$ cat src/rtl/snake_tile_renderer.sv
// Snake game tile renderer: HPS command FIFO, palette/score registers and a
// pixel engine that expands grid cells (or a whole-screen checkerboard clear)
// into Avalon pixel-master writes.
module snake_tile_renderer #(
  parameter int unsigned GRID_W      = 40,
  parameter int unsigned GRID_H      = 30,
  parameter int unsigned CELL_LOG2   = 3,
  parameter int unsigned FIFO_DEPTH  = 8,
  parameter logic [31:0] VGA_PX_BASE = 32'h0800_0000,
  parameter int unsigned X_SHIFT     = 1,
  parameter int unsigned Y_SHIFT     = 10
) (
  input  logic        clk,
  input  logic        reset_n,
  input  logic [3:0]  hps_address,
  input  logic        hps_read,
  input  logic        hps_write,
  input  logic [31:0] hps_writedata,
  output logic [31:0] hps_readdata,
  output logic        hps_waitrequest,
  output logic [31:0] vga_px_address,
  output logic        vga_px_write,
  output logic [15:0] vga_px_writedata,
  input  logic        vga_px_waitrequest,
  output logic [1:0]  state_export,
  output logic [15:0] score_out
);

  localparam int unsigned CELL_PX    = 1 << CELL_LOG2;
  localparam int unsigned AW         = $clog2(FIFO_DEPTH);
  localparam logic [AW:0] FULL_CNT   = (AW+1)'(FIFO_DEPTH);
  localparam logic [15:0] CELL_LAST  = 16'(CELL_PX - 1);
  localparam logic [15:0] CLR_X_LAST = 16'(GRID_W * CELL_PX - 1);
  localparam logic [15:0] CLR_Y_LAST = 16'(GRID_H * CELL_PX - 1);
  localparam logic [7:0]  GRID_W8    = 8'(GRID_W);
  localparam logic [7:0]  GRID_H8    = 8'(GRID_H);

  localparam logic [3:0] OP_START = 4'h1;
  localparam logic [3:0] OP_END   = 4'h2;
  localparam logic [3:0] OP_FILL  = 4'h3;
  localparam logic [3:0] OP_ERASE = 4'h4;
  localparam logic [3:0] OP_SCORE = 4'h5;
  localparam logic [3:0] OP_SOFT  = 4'hF;

  typedef enum logic [1:0] {
    WAITING = 2'd0,
    PLAYING = 2'd1,
    FILL    = 2'd2,
    CLEAR   = 2'd3
  } state_t;

  state_t      state, ret_state;
  logic [31:0] fifo_mem [FIFO_DEPTH];
  logic [AW-1:0] wr_ptr, rd_ptr;
  logic [AW:0] count;
  logic [15:0] pal [4];
  logic [15:0] bg_a, bg_b, score, fill_colour;
  logic        err;
  logic [15:0] base_x, base_y, off_x, off_y, lim_x, lim_y;

  logic        cmd_wr, soft_reset, fifo_push, fifo_pop, fifo_full;
  logic [31:0] head;
  logic [3:0]  head_op;
  logic [7:0]  head_cx, head_cy;
  logic [1:0]  head_idx;
  logic        in_range;
  logic [15:0] cell_colour;
  logic        col_wrap, last_px;
  logic [15:0] nxt_off_x, nxt_off_y, ld_x, ld_y, ld_colour;
  logic [31:0] ld_addr;
  logic        unused_ok;

  assign cmd_wr          = hps_write && (hps_address == 4'd0);
  assign soft_reset      = cmd_wr && (hps_writedata[31:28] == OP_SOFT);
  assign fifo_full       = (count == FULL_CNT);
  assign hps_waitrequest = cmd_wr && fifo_full && (hps_writedata[31:28] != OP_SOFT);
  assign fifo_push       = cmd_wr && !soft_reset && !fifo_full;
  assign fifo_pop        = !soft_reset && (count != '0) &&
                           ((state == WAITING) || (state == PLAYING));

  assign head     = fifo_mem[rd_ptr];
  assign head_op  = head[31:28];
  assign head_cy  = head[23:16];
  assign head_cx  = head[15:8];
  assign head_idx = head[1:0];
  assign unused_ok = ^{hps_read, head[27:24]};

  assign state_export = state;
  assign score_out    = score;

  // Command decode and next-pixel generation for the pixel engine
  always_comb begin
    in_range    = (head_cx < GRID_W8) && (head_cy < GRID_H8);
    cell_colour = (head_op == OP_FILL) ? pal[head_idx]
                : ((head_cx[0] ^ head_cy[0]) ? bg_b : bg_a);
    col_wrap    = (off_x == lim_x);
    last_px     = col_wrap && (off_y == lim_y);
    nxt_off_x   = col_wrap ? '0 : off_x + 16'd1;
    nxt_off_y   = col_wrap ? off_y + 16'd1 : off_y;
    // The first write of a block is loaded from the (zero) offsets, later ones from the advanced offsets
    ld_x        = vga_px_write ? base_x + nxt_off_x : base_x + off_x;
    ld_y        = vga_px_write ? base_y + nxt_off_y : base_y + off_y;
    ld_addr     = VGA_PX_BASE | ({16'b0, ld_y} << Y_SHIFT) | ({16'b0, ld_x} << X_SHIFT);
    ld_colour   = (state == CLEAR) ? ((ld_x[CELL_LOG2] ^ ld_y[CELL_LOG2]) ? bg_b : bg_a)
                                   : fill_colour;
  end

  // Slave read mux: status word or score
  always_comb begin
    hps_readdata = '0;
    case (hps_address)
      4'd0:    hps_readdata = {err, 13'b0, state, 16'(count)};
      4'd5:    hps_readdata = {16'b0, score};
      default: hps_readdata = '0;
    endcase
  end

  // Command FIFO storage
  always_ff @(posedge clk) begin
    if (fifo_push) fifo_mem[wr_ptr] <= hps_writedata;
  end

  // Command FIFO pointers and occupancy; soft reset flushes
  always_ff @(posedge clk or negedge reset_n) begin
    if (!reset_n) begin
      wr_ptr <= '0;
      rd_ptr <= '0;
      count  <= '0;
    end else if (soft_reset) begin
      wr_ptr <= '0;
      rd_ptr <= '0;
      count  <= '0;
    end else begin
      if (fifo_push) wr_ptr <= wr_ptr + 1'b1;
      if (fifo_pop)  rd_ptr <= rd_ptr + 1'b1;
      if (fifo_push && !fifo_pop)      count <= count + 1'b1;
      else if (fifo_pop && !fifo_push) count <= count - 1'b1;
    end
  end

  // Palette registers, writable in any state and kept across soft reset
  always_ff @(posedge clk or negedge reset_n) begin
    if (!reset_n) begin
      pal[0] <= 16'h07E0;
      pal[1] <= 16'hF800;
      pal[2] <= 16'hFEA0;
      pal[3] <= 16'h001F;
      bg_a   <= 16'h8410;
      bg_b   <= 16'h0000;
    end else if (hps_write) begin
      case (hps_address)
        4'd1:    pal[0] <= hps_writedata[15:0];
        4'd2:    pal[1] <= hps_writedata[15:0];
        4'd3:    pal[2] <= hps_writedata[15:0];
        4'd4:    pal[3] <= hps_writedata[15:0];
        4'd8:    bg_a   <= hps_writedata[15:0];
        4'd9:    bg_b   <= hps_writedata[15:0];
        default: ;
      endcase
    end
  end

  // Game FSM and pixel engine with registered Avalon master outputs
  always_ff @(posedge clk or negedge reset_n) begin
    if (!reset_n) begin
      state            <= WAITING;
      ret_state        <= WAITING;
      score            <= '0;
      err              <= 1'b0;
      fill_colour      <= '0;
      base_x           <= '0;
      base_y           <= '0;
      off_x            <= '0;
      off_y            <= '0;
      lim_x            <= '0;
      lim_y            <= '0;
      vga_px_write     <= 1'b0;
      vga_px_address   <= '0;
      vga_px_writedata <= '0;
    end else if (soft_reset) begin
      state        <= WAITING;
      vga_px_write <= 1'b0;
      score        <= '0;
      err          <= 1'b0;
    end else begin
      case (state)
        WAITING: begin
          if (fifo_pop && head_op == OP_START) begin
            state     <= CLEAR;
            ret_state <= PLAYING;
            base_x    <= '0;
            base_y    <= '0;
            off_x     <= '0;
            off_y     <= '0;
            lim_x     <= CLR_X_LAST;
            lim_y     <= CLR_Y_LAST;
          end
        end
        PLAYING: begin
          if (fifo_pop) begin
            case (head_op)
              OP_END:   state <= WAITING;
              OP_SCORE: score <= head[15:0];
              OP_FILL, OP_ERASE: begin
                if (in_range) begin
                  state       <= FILL;
                  base_x      <= 16'({8'b0, head_cx} << CELL_LOG2);
                  base_y      <= 16'({8'b0, head_cy} << CELL_LOG2);
                  off_x       <= '0;
                  off_y       <= '0;
                  lim_x       <= CELL_LAST;
                  lim_y       <= CELL_LAST;
                  fill_colour <= cell_colour;
                end else begin
                  err <= 1'b1;
                end
              end
              default: ;
            endcase
          end
        end
        FILL, CLEAR: begin
          if (!vga_px_write || !vga_px_waitrequest) begin
            if (vga_px_write && last_px) begin
              vga_px_write <= 1'b0;
              state        <= (state == CLEAR) ? ret_state : PLAYING;
            end else begin
              vga_px_write     <= 1'b1;
              vga_px_address   <= ld_addr;
              vga_px_writedata <= ld_colour;
              if (vga_px_write) begin
                off_x <= nxt_off_x;
                off_y <= nxt_off_y;
              end
            end
          end
        end
        default: ;
      endcase
    end
  end

endmodule

$ cat config.mk
export PLATFORM = sky130hd
export DESIGN_NAME = snake_tile_renderer
export DESIGN_NICKNAME = d
export VERILOG_FILES = /design/src/rtl/snake_tile_renderer.sv
export SDC_FILE = /design/constraint.sdc
export NUM_CORES = 1
export LEC_CHECK = 0
export CORE_AREA = 4 4 251 253
export DETAILED_ROUTE_END_ITERATION = 7
export DIE_AREA = 0 0 255 257
export SLEW_MARGIN = 20
export SYNTH_ARGS = -nofsm -noshare
export SYNTH_HDL_FRONTEND = slang
export SYNTH_SLANG_ARGS = --single-unit
$ cat constraint.sdc
create_clock -name clk -period 4.65 [get_ports clk]
set_clock_uncertainty 0.05 [all_clocks]
set_input_delay 0.93 -clock clk [delete_from_list [all_inputs] [get_ports clk]]
set_output_delay 0.93 -clock clk [all_outputs]
set_load 0.005 [all_outputs]
==> reports/qor.yml <==
synthesis:
  ys_types: 68
  synth_edf_count: 224
  ys_seq_elements: 459
  synthCells: 1660
  synth_area_per_cell_sq_um: 12.7
  synth_area_sq_mm: 0.0211
  synth_flop_cell: "edfxtp_1"
  ys_seq_area_frac: 0.600
  ys.warnings.count: 0
  ys_async_sr_fraction: 0.512
power:
  power_w: 0.0140
  sw_frac_of_total: 0.342
  intPower_w: 0.00920
  seq_power_share: 0.395
  pwr-share-clk: 0.272
  combPwrFrac: 0.333
  p_sw_w: 0.00478
  p_leak_nw: 9.45
  peakVddDrop_mv: 0.339
  power_density_mw_per_mm2: 563
sta:
  finalMaxSlewViolations: 0
  max_freq_ghz: 0.241
  whs_ns: 0.320
  rsz0062_at_grt: "no"
  finalSetupViolations: 0
  timing.slew.headroom: 0.252
  finalHoldViolCount: 0
  fin_crit_sh: 0.893
  period_minus_slack_ns: 4.15
  setup-tns-final_ns: 0
  tightest_slew_ns: 1.12
clock_network:
  root_buffer: "clkbuf_16"
  post_cts_buffers: 0
  hold_buffers: 0
  cts_resized: 0
  clk_pin_slew_ns: 0.06
  clock_latency_ns: 0.58
  cts_tree: "done"
  cts_buffers: 49
  cts-htree-levels: 2
  ctsLongestPathBuffers: 3
  cts.sinks: 459
critical_path:
  rrSetupSlack_ns: 0.50
  critPathKind: "reg -> reg"
  start_kind: "register"
  crit_arrival_ns: 4.60
  cp.required_ns: 5.10
  path_common_cell: "o21ai_0"
  slowest_stage: "nor4_1"
  cp-end-kind: "register"
  path_cells: "nor4_1 -> nand4_1 -> nor2_1 -> buf_4 -> nand3_1 -> xnor2_1 -> ha_1 -> inv_1 -> fa_1 -> nor2b_1 -> o21ai_0 -> a21boi_0 -> o21ai_0 -> a21oi_1 -> nand4b_1 -> xnor2_1 -> o21ai_0"
  slowest_delay_ns: 0.50
  cp_max_fo: 8
grt:
  antenna_found_initial: 2
  grt_usage: 0.159
  globalRouteOverflowTotal: 0
  grt_pass1_wl_um: 81200
  grt_start_max_net_pins: 88
  grt_pass1_vias: 13600
floorplanning:
  die_h_um: 257
  core_area_sq_mm: 0.0610
  rows: 91
  dieWidth_um: 255
  start_util: 0.345
  die_area_sq_mm: 0.0655
  io_pins: 141
layout:
  final_area_sq_mm: 0.0248
  nets: 1847
  finalNonFillerCells: 2611
  area_growth_pct: 17.8
  layout-drive-gt1-share: 0.185
routing:
  first_iter_violations: 1035
  dr.pass1.iters: 7
  vias: 13600
  drc: 0
  wl_per_cell_um: 20.1
  routed_wl_um: 52400
  ant_nets: 0
  vias_per_cell: 5.19
placed_design:
  gp_congestion: 0.824
  port_buffers: 116
  place_hpwl_um: 35100
  dp_cells: 2520
  place_area_sq_mm: 0.0233
outcome:
  outcome: "finished, final reports clean"
job:
  drv_cap: 0
min_path:
  hp-class: "in -> async"
## critical path: cells and delay by family (launching register included)
| family | cells | cell delay [ns] |
|---|---|---|
| flops | 1 | 0.45 |
| buf+inv | 2 | 0.22 |
| simple gates | 6 | 1.36 |
| compound gates | 5 | 1.04 |
| xor+xnor | 2 | 0.37 |
| fa+ha+maj | 2 | 0.59 |
## kinds of logic after synthesis
logic type,count (synthesis),synth area share
other,1,0.000178
adders and majority gates,25,0.0159
AOI/OAI and AO/OA,323,0.0928
muxes,226,0.143
buffers and inverters,136,0.0300
xor gates and xnor gates,42,0.0175
and+or+nand+nor,448,0.101
DFF,459,0.600
## area by class of cell
class / instances / area, sq um
clock inverters: 24 / 201
flip-flops and latches: 459 / 12600
well taps: 790 / 988
fillers: 5728 / 36200
clock buffers: 66 / 1350
inverters: 18 / 67.6
multi-input cells: 1083 / 7970
diodes: 1 / 2.50
repair buffers: 170 / 1600
## routing by layer
layer,up-vias,track usage,wire (um)
met5,-,0,27
met4,4,0.0443,1350
met3,79,0.0303,2820
met2,317,0.262,25100
met1,6807,0.216,23100
li1,6347,-,-
## path summary, 6_finish.rpt
check,start,cells past startpoint,end
setup / recovery,off_x[6],17,vga_px_address[25]
hold / removal,reset_n,1,vga_px_address[8]
setup reg to reg,off_x[6],17,vga_px_address[25]
hold reg to reg,vga_px_address[9],2,vga_px_address[9]
max in group asynchronous,reset_n,2,pal[58]
min in group clk,vga_px_address[9],2,vga_px_address[9]
## cell usage after synthesis, types with 3 or more instances
library cell	count	area, sq um
nor2_1	113	424
and3_1	13	81.3
a31oi_1	8	50.1
and2_1	21	131
a22o_1	11	96.3
buf_2	13	65.1
a211oi_1	32	240
ha_1	22	275
dfrtp_1	207	5180
mux2_2	101	1140
buf_1	7	26.3
a21o_1	13	97.6
o21ai_0	127	636
fa_1	3	60.1
o211ai_1	3	22.5
mux2i_1	75	751
nor4_1	11	68.8
mux4_2	49	1100
xnor2_1	24	210
nor3_1	28	140
dfstp_2	28	736
xor2_1	18	158
or3_1	7	43.8
nand2_1	147	552
a21oi_1	73	365
nor2b_1	27	169
nor3b_1	3	22.5
nand3_1	25	125
o22ai_1	5	31.3
nand3b_1	4	30.0
nand2b_1	16	100
or2_2	8	50.1
and4_1	3	26.3
o31ai_1	24	180
clkbuf_1	75	282
inv_1	18	67.6
nand4_1	15	93.8
buf_6	3	33.8
edfxtp_1	224	6730
buf_4	19	143
o21ai_1	3	15.0
## power groups by stage
stage	Combinational, W	Sequential, W	Clock (W)
6_report	0.00466	0.00552	0.00381
5_1_grt	0.00512	0.00562	0.00406
4_1_cts	0.00472	0.00553	0.00389
3_5_place_dp	0.00471	0.00560	0
3_3_place_gp	0.00464	0.00558	0
2_1_floorplan	0.00331	0.00520	0
## state kept, by name (all words and copies together) (netlist names), 2 cells and up
register	cells
bg_a	16
off_x	16
score_out	16
vga_px_writedata	16
base_x	8
off_y	16
base_y	8
lim_x	2
fifo_mem	224
fill_colour	16
rd_ptr	3
state_export	2
vga_px_address	26
bg_b	16
count	4
pal	64
wr_ptr	3
## metrics by stage
| stage | setup slack, ns | util |
|---|---|---|
| after floorplan | 0.150 | - |
| after global placement | 0.499 | 0.381 |
| after detailed placement | 0.483 | 0.381 |
| after CTS | 0.471 | 0.407 |
| after global routing | 0.0472 | 0.407 |
| final | 0.496 | 0.407 |
## cells in the final DEF, fill, tap and decap left out, types with 18 or more instances in the layout
master,count
nor2_1,106
nor3_1,25
o31ai_1,24
dfrtp_1,204
a21oi_1,73
a211oi_1,32
buf_4,52
mux2_2,101
edfxtp_1,224
nor2b_1,27
nand2_1,146
ha_1,22
clkdlybuf4s50_1,115
nand3_1,25
mux2i_1,73
mux4_2,49
xor2_1,18
inv_1,18
conb_1,19
xnor2_1,22
dfstp_2,28
and2_1,21
clkbuf_16,51
o21ai_0,127
No activity file was read; power rests on OpenSTA's default activity.
